[src/rtl/alu_pkg.sv]
// Shared ALU definitions: datapath width, divider state encoding and
// the quotient pattern reported on divide-by-zero.
package alu_pkg;

    localparam int unsigned WIDTH = 16;
    localparam int unsigned CNT_W = 5;

    localparam logic [WIDTH-1:0] DIV0_Q = '1;

    typedef enum logic [1:0] {
        IDLE = 2'd0,
        CALC = 2'd1,
        DONE = 2'd2
    } div_state_t;

endpackage

[src/rtl/seq_divider_16_if.sv]
// Request/response bundle between ALU control (master) and the divider (slave).
interface seq_divider_16_if #(
    parameter int unsigned WIDTH = alu_pkg::WIDTH
);
    logic             Start;
    logic             Signed;
    logic [WIDTH-1:0] x;
    logic [WIDTH-1:0] y;
    logic             Ready;
    logic             Busy;
    logic             Done;
    logic [WIDTH-1:0] q;
    logic [WIDTH-1:0] r;
    logic             DivZero;
    logic             Overflow;

    modport master (
        output Start, Signed, x, y,
        input  Ready, Busy, Done, q, r, DivZero, Overflow
    );

    modport slave (
        input  Start, Signed, x, y,
        output Ready, Busy, Done, q, r, DivZero, Overflow
    );
endinterface

[src/rtl/seq_divider_16_div_step.sv]
// One restoring-division step: shift in the next dividend bit, trial-subtract
// the divisor, keep the difference when it is non-negative.
module div_step #(
    parameter int unsigned WIDTH = alu_pkg::WIDTH
) (
    input  logic [WIDTH-1:0] p_in,
    input  logic             bit_in,
    input  logic [WIDTH-1:0] divisor,
    output logic [WIDTH-1:0] p_out_c,
    output logic             q_bit_c
);
    logic [WIDTH:0] shifted;
    logic [WIDTH:0] trial;

    // Partial remainder is always below the divisor, so WIDTH+1 bits suffice
    always_comb begin
        shifted = {p_in, bit_in};
        trial   = shifted - {1'b0, divisor};
        q_bit_c = ~trial[WIDTH];
        p_out_c = q_bit_c ? trial[WIDTH-1:0] : shifted[WIDTH-1:0];
    end
endmodule

[src/rtl/seq_divider_16.sv]
// Iterative restoring divider, one quotient bit per cycle.
// Define DIV_SIGNED_EN to add two's-complement (truncating) division.
module seq_divider_16
    import alu_pkg::*;
(
    input  logic               clk,
    input  logic               rst_n,
    seq_divider_16_if.slave    bus
);
    div_state_t       state;
    div_state_t       state_nx;
    logic [CNT_W-1:0] cnt;
    logic [WIDTH-1:0] rem;
    logic [WIDTH-1:0] dvd;
    logic [WIDTH-1:0] dvs;
    logic             accept;
    logic             last_step;
    logic             y_zero;

    logic [WIDTH-1:0] step_p;
    logic             step_q;
    logic [WIDTH-1:0] q_raw;
    logic [WIDTH-1:0] q_fin;
    logic [WIDTH-1:0] r_fin;
    logic [WIDTH-1:0] x_mag;
    logic [WIDTH-1:0] y_mag;

    logic             ready;
    logic             busy;
    logic             done;
    logic [WIDTH-1:0] q_reg;
    logic [WIDTH-1:0] r_reg;
    logic             div_zero;

    div_step #(.WIDTH(WIDTH)) u_step (
        .p_in    (rem),
        .bit_in  (dvd[WIDTH-1]),
        .divisor (dvs),
        .p_out_c (step_p),
        .q_bit_c (step_q)
    );

    assign y_zero = (bus.y == '0);
    assign q_raw  = {dvd[WIDTH-2:0], step_q};

`ifdef DIV_SIGNED_EN
    localparam logic [WIDTH-1:0] MOST_NEG = {1'b1, {(WIDTH-1){1'b0}}};

    logic x_neg;
    logic y_neg;
    logic neg_q;
    logic neg_r;
    logic ovf_pend;
    logic overflow;

    // Divide magnitudes, then restore signs: quotient by sign mismatch, remainder follows dividend
    always_comb begin
        x_neg = bus.Signed & bus.x[WIDTH-1];
        y_neg = bus.Signed & bus.y[WIDTH-1];
        x_mag = x_neg ? WIDTH'(-bus.x) : bus.x;
        y_mag = y_neg ? WIDTH'(-bus.y) : bus.y;
        q_fin = neg_q ? WIDTH'(-q_raw) : q_raw;
        r_fin = neg_r ? WIDTH'(-step_p) : step_p;
    end

    always_ff @(posedge clk or negedge rst_n) begin
        if (!rst_n) begin
            neg_q    <= 1'b0;
            neg_r    <= 1'b0;
            ovf_pend <= 1'b0;
            overflow <= 1'b0;
        end else if (accept) begin
            neg_q    <= x_neg ^ y_neg;
            neg_r    <= x_neg;
            ovf_pend <= bus.Signed && (bus.x == MOST_NEG) && (bus.y == '1);
            overflow <= 1'b0;
        end else if (last_step) begin
            overflow <= ovf_pend;
        end
    end

    assign bus.Overflow = overflow;
`else
    logic signed_unused;

    assign signed_unused = bus.Signed;
    assign x_mag         = bus.x;
    assign y_mag         = bus.y;
    assign q_fin         = q_raw;
    assign r_fin         = step_p;
    assign bus.Overflow  = 1'b0;
`endif

    always_ff @(posedge clk or negedge rst_n) begin
        if (!rst_n) begin
            state <= IDLE;
        end else begin
            state <= state_nx;
        end
    end

    // Next state; Start is only accepted outside CALC
    always_comb begin
        state_nx  = state;
        accept    = 1'b0;
        last_step = 1'b0;
        case (state)
            IDLE: begin
                if (bus.Start) begin
                    accept   = 1'b1;
                    state_nx = y_zero ? DONE : CALC;
                end
            end
            CALC: begin
                if (cnt == CNT_W'(WIDTH - 1)) begin
                    last_step = 1'b1;
                    state_nx  = DONE;
                end
            end
            DONE: begin
                state_nx = IDLE;
                if (bus.Start) begin
                    accept   = 1'b1;
                    state_nx = y_zero ? DONE : CALC;
                end
            end
            default: state_nx = IDLE;
        endcase
    end

    always_ff @(posedge clk or negedge rst_n) begin
        if (!rst_n) begin
            ready <= 1'b1;
            busy  <= 1'b0;
            done  <= 1'b0;
        end else begin
            ready <= (state_nx != CALC);
            busy  <= (state_nx == CALC);
            done  <= (state_nx == DONE);
        end
    end

    // Dividend register shifts out dividend bits and shifts in quotient bits
    always_ff @(posedge clk or negedge rst_n) begin
        if (!rst_n) begin
            cnt      <= '0;
            rem      <= '0;
            dvd      <= '0;
            dvs      <= '0;
            q_reg    <= '0;
            r_reg    <= '0;
            div_zero <= 1'b0;
        end else if (accept) begin
            cnt      <= '0;
            rem      <= '0;
            dvd      <= x_mag;
            dvs      <= y_mag;
            div_zero <= y_zero;
            if (y_zero) begin
                q_reg <= DIV0_Q;
                r_reg <= bus.x;
            end
        end else if (state == CALC) begin
            cnt <= cnt + CNT_W'(1);
            rem <= step_p;
            dvd <= q_raw;
            if (last_step) begin
                q_reg <= q_fin;
                r_reg <= r_fin;
            end
        end
    end

    assign bus.Ready   = ready;
    assign bus.Busy    = busy;
    assign bus.Done    = done;
    assign bus.q       = q_reg;
    assign bus.r       = r_reg;
    assign bus.DivZero = div_zero;
endmodule

[src/flat_wrapper.sv]
// flat-port wrapper written by rule: the top's interface ports become plain ports
module seq_divider_16_flat import alu_pkg::*;
  (clk, rst_n, bus_Start, bus_Signed, bus_x, bus_y, bus_Ready, bus_Busy, bus_Done, bus_q, bus_r, bus_DivZero, bus_Overflow);
  seq_divider_16_if bus_i ();
  input  logic clk;
  input  logic rst_n;
  input wire logic [$bits(bus_i.Start)-1:0] bus_Start;
  input wire logic [$bits(bus_i.Signed)-1:0] bus_Signed;
  input wire logic [$bits(bus_i.x)-1:0] bus_x;
  input wire logic [$bits(bus_i.y)-1:0] bus_y;
  output wire logic [$bits(bus_i.Ready)-1:0] bus_Ready;
  output wire logic [$bits(bus_i.Busy)-1:0] bus_Busy;
  output wire logic [$bits(bus_i.Done)-1:0] bus_Done;
  output wire logic [$bits(bus_i.q)-1:0] bus_q;
  output wire logic [$bits(bus_i.r)-1:0] bus_r;
  output wire logic [$bits(bus_i.DivZero)-1:0] bus_DivZero;
  output wire logic [$bits(bus_i.Overflow)-1:0] bus_Overflow;
  assign bus_i.Start = bus_Start;
  assign bus_i.Signed = bus_Signed;
  assign bus_i.x = bus_x;
  assign bus_i.y = bus_y;
  assign bus_Ready = bus_i.Ready;
  assign bus_Busy = bus_i.Busy;
  assign bus_Done = bus_i.Done;
  assign bus_q = bus_i.q;
  assign bus_r = bus_i.r;
  assign bus_DivZero = bus_i.DivZero;
  assign bus_Overflow = bus_i.Overflow;
  seq_divider_16 u_core (.clk(clk), .rst_n(rst_n), .bus(bus_i));
endmodule
[config.mk]
export PLATFORM = sky130hd
export DESIGN_NAME = seq_divider_16_flat
export DESIGN_NICKNAME = d
export VERILOG_FILES = /design/src/rtl/alu_pkg.sv /design/src/rtl/seq_divider_16_if.sv /design/src/rtl/seq_divider_16_div_step.sv /design/src/rtl/seq_divider_16.sv /design/src/flat_wrapper.sv
export SDC_FILE = /design/constraint.sdc
export NUM_CORES = 1
export LEC_CHECK = 0
export ABC_AREA = 1
export CORE_MARGIN = 2
export CORE_UTILIZATION = 45
export CTS_BUF_LIST = sky130_fd_sc_hd__clkbuf_4
export CTS_CLUSTER_SIZE = 8
export DETAILED_ROUTE_END_ITERATION = 6
export PLACE_DENSITY_LB_ADDON = 0.05
export SETUP_SLACK_MARGIN = 0.3
export SLEW_MARGIN = 20
export SYNTH_ARGS = -nofsm -noshare
export SYNTH_HDL_FRONTEND = slang
export SYNTH_SLANG_ARGS = --single-unit
export TNS_END_PERCENT = 5
[constraint.sdc]
create_clock -name clk -period 4.1 [get_ports clk]
set_input_delay 0.82 -clock clk [delete_from_list [all_inputs] [get_ports clk]]
set_output_delay 0.82 -clock clk [all_outputs]
set_load 0.005 [all_outputs]
==> results.sh <==
export IMPL_outcome="finished clean"
export IMPL_hold_viol=0
export IMPL_insertion_delay_ns=0.47
export IMPL_ant_nets=0
export IMPL_yosysWarnings=0
export IMPL_min_period_over_period_pct=64.8
export IMPL_crit_buf_inv=4
export IMPL_gr_total_overflow=0
export IMPL_ys_top_cells_by_area="dfrtp_1, nand2_1, inv_1"
export IMPL_antenna_found_initial=0
export IMPL_endpoint_kind="flop"
export IMPL_fin_skew_ns=0.0335
export IMPL_post_cts_buffers=0
export IMPL_p_comb_share_pct=62.3
export IMPL_holdBufCountCts=0
export IMPL_final_cell_count_no_fill=894
export IMPL_die_area_um2=12700
export IMPL_coreArea_um2=11500
export IMPL_cap_violations=0
export IMPL_cts_buffers=9
export IMPL_netlist_instances=682
export IMPL_syn_avg_cell_area_um2=7.76
export IMPL_seq_area_frac_synth_pct=43.0
export IMPL_setup_violations=0
export IMPL_p_total_w=0.00532
export IMPL_required_ns=4.52
export IMPL_fin_nets=801
export IMPL_cp_start_kind="primary input"
export IMPL_clkPwrFrac_pct=8.8
export IMPL_drtIter0Drc=224
export IMPL_die_h_um=112
export IMPL_layout_drive_gt1_share_pct=10.5
export IMPL_grt_max_degree=66
export IMPL_p_int_w=0.00277
export IMPL_syn_area_um2=5300
export IMPL_synth_ff_latch_count=91
export IMPL_period_minus_slack_ns=2.66
export IMPL_track_usage_pct=21.5
export IMPL_cp_slowest_stage_delay_ns=0.46
export IMPL_async_flop_share_pct=100
export IMPL_crit_family="simple AND/OR/NAND/NOR gates"
export IMPL_vias=4447
export IMPL_swShare_pct=48.0
export IMPL_ioPinCount=73
export IMPL_diodes=0
export IMPL_globalplace_congestion=0.870
export IMPL_final_util_pct=54.2
export IMPL_routed_via_density=4.97
export IMPL_cts_tree="done"
export IMPL_rows=39
export IMPL_synth_common_cells="nand2_1, inv_1, dfrtp_1, nand3_1, nor2_1"
export IMPL_arrival_ns=3.08
export IMPL_netSwitchingPower_w=0.00255
export IMPL_tns_ns=0
export IMPL_cts_clk_slew_worst_paths_ns=0.16
export IMPL_rsz0062_at_grt="false"
export IMPL_htreeDepth=3
export IMPL_cts_resized=0
export IMPL_initial_core_util_pct=46.2
export IMPL_hold_class="primary input to asynchronous set/reset pin"
export IMPL_numPortBuffers=70
export IMPL_drtPass1Iterations=4
export IMPL_ys_flop_type="dfrtp_1"
export IMPL_maxSlewHeadroom_pct=46.7
export IMPL_path_class="primary input to flop"
export IMPL_slew_violations=0
export IMPL_dp_cells=878
export IMPL_clock_sinks=91
export IMPL_synth_edff_count=0
export IMPL_p_seq_share_pct=28.9
export IMPL_cts_root_buf="clkbuf_4"
export IMPL_fillers=1175
export IMPL_crit_chain="clkdlybuf4s50_1 -> inv_1 -> nand4_1 -> nor2_1 -> nand4_2 -> nand2_1 -> buf_4 -> or2_2 -> nand2_1 -> inv_1"
export IMPL_wl_per_cell_um=14.4
export IMPL_p_leak_nw=3.25
export IMPL_yosysMostFrequentCell="nand2_1"
export IMPL_grt_pass1_wl_um=22000
export IMPL_ys_types=37
export IMPL_vdd_drop_max_v=0.000382
export IMPL_worst_pin_slew_ns=0.800
export IMPL_synth_top_area_share_pct=42.5
export IMPL_critPathSlowestCell="nand4_2"
export IMPL_clock_path_buffers=2
export IMPL_syn_nets=737
export IMPL_fmax_mhz=376
export IMPL_drc=0
export IMPL_yosysTopAreaCell="dfrtp_1"
export IMPL_die_x_um=112
export IMPL_path_max_fanout=50
export IMPL_p_per_area_nw_per_um2=855
export IMPL_route_final_wire_length_um=12900
export IMPL_syn2layout_area_growth_pct=17.5
export IMPL_grt_pass1_vias=4494
export IMPL_dp_hpwl_um=9510
metrics by stage:
step / cell area, um2 / hold slack [ns] / setup WS (ns)
after floorplan: 5300 / 0.453 / 2.06
after CTS: 6220 / 0.328 / 1.43
after detailed placement: 6100 / 0.468 / 0.922
final: 6220 / 0.330 / 1.44
after global routing: 6220 / 0.350 / 1.20
after global placement: 6100 / 0.467 / 0.960
placed cells by master, fill, tap and decap left out, types with 2 or more instances in the layout:
cell type / n
nor2_1: 30
o21ai_0: 19
or2_1: 5
a21oi_1: 7
nand2_1: 209
clkbuf_4: 10
clkinv_2: 2
nand2_4: 2
nand3_2: 19
clkdlybuf4s50_1: 69
a21boi_0: 16
or2_2: 12
nor2_4: 2
nand4_1: 6
nand2_2: 8
a31oi_1: 16
nand3_1: 45
a21oi_2: 2
clkinv_4: 2
and2_1: 4
inv_2: 4
o221ai_1: 16
nor2_2: 2
buf_4: 9
dfrtp_1: 90
xor2_1: 7
ha_1: 18
inv_1: 110
power groups by stage:
| stage | sequential (W) | combinational, W | clock, W |
|---|---|---|---|
| floorplan | 0.00152 | 0.00242 | 0 |
| global route | 0.00159 | 0.00379 | 0.000516 |
| finish | 0.00154 | 0.00331 | 0.000467 |
| detailed placement | 0.00157 | 0.00332 | 0 |
| CTS | 0.00155 | 0.00334 | 0.000478 |
| global placement | 0.00156 | 0.00327 | 0 |
layer usage:
layer	part of all wire [%]	vias to the layer above	global-route usage (%)
met5	0	-	0
met1	48	2065	28.7
met4	1.6	0	6.18
li1	-	2285	-
met3	3.5	18	3.51
met2	47	79	36.5
final timing paths:
| kind | startpoint | end | slack [ns] | depth (start not counted) |
|---|---|---|---|---|
| setup / recovery | bus_y[7] | u_core.bus.r[8] | 1.44 | 10 |
| hold / removal | rst_n | u_core.rem[8] | 0.33 | 1 |
| setup reg to reg | u_core.dvd[15] | u_core.bus.r[13] | 1.64 | 15 |
| hold reg to reg | u_core.bus.DivZero | u_core.bus.DivZero | 0.50 | 2 |
| max in group asynchronous | rst_n | u_core.rem[13] | 2.99 | 2 |
| min in group clk | u_core.bus.DivZero | u_core.bus.DivZero | 0.50 | 2 |
area by class of cell:
| cell class | count | area [um2] | area share (%) |
|---|---|---|---|
| tap | 143 | 179 | 2.88 |
| clock inverter | 6 | 47.5 | 0.764 |
| clock buffer | 10 | 75.1 | 1.21 |
| sequential | 91 | 2280 | 36.6 |
| inverter | 114 | 428 | 6.88 |
| multi-input combinational | 452 | 2450 | 39.4 |
| timing repair buffer | 78 | 758 | 12.2 |
cells by family (layout without fill, tap and decap cells):
group | after synthesis | after routing | share of synthesized area (%)
AO/OA/AOI/OAI | 78 | 78 | 9.88
buffers and inverters | 139 | 208 | 10.7
AND/OR/NAND/NOR | 347 | 347 | 30.6
adder cells (fa/ha/maj) | 19 | 19 | 4.63
XOR/XNOR | 7 | 7 | 1.16
flip-flops | 91 | 91 | 43.0
other | 1 | 1 | 0.0708
worst reg2reg max path, stage by stage (launching register included):
cell	delay, ns
dfrtp_1	0.41
inv_1	0.10
ha_1	0.15
inv_1	0.09
fa_1	0.41
nand2_1	0.10
nand2_1	0.09
nand3_2	0.09
nand2_2	0.07
nand2_2	0.08
nand3_1	0.12
nand2_4	0.26
nand3_1	0.15
nand3_1	0.19
nand2_1	0.07
inv_1	0.05
Power figures use the tool's default switching activity.
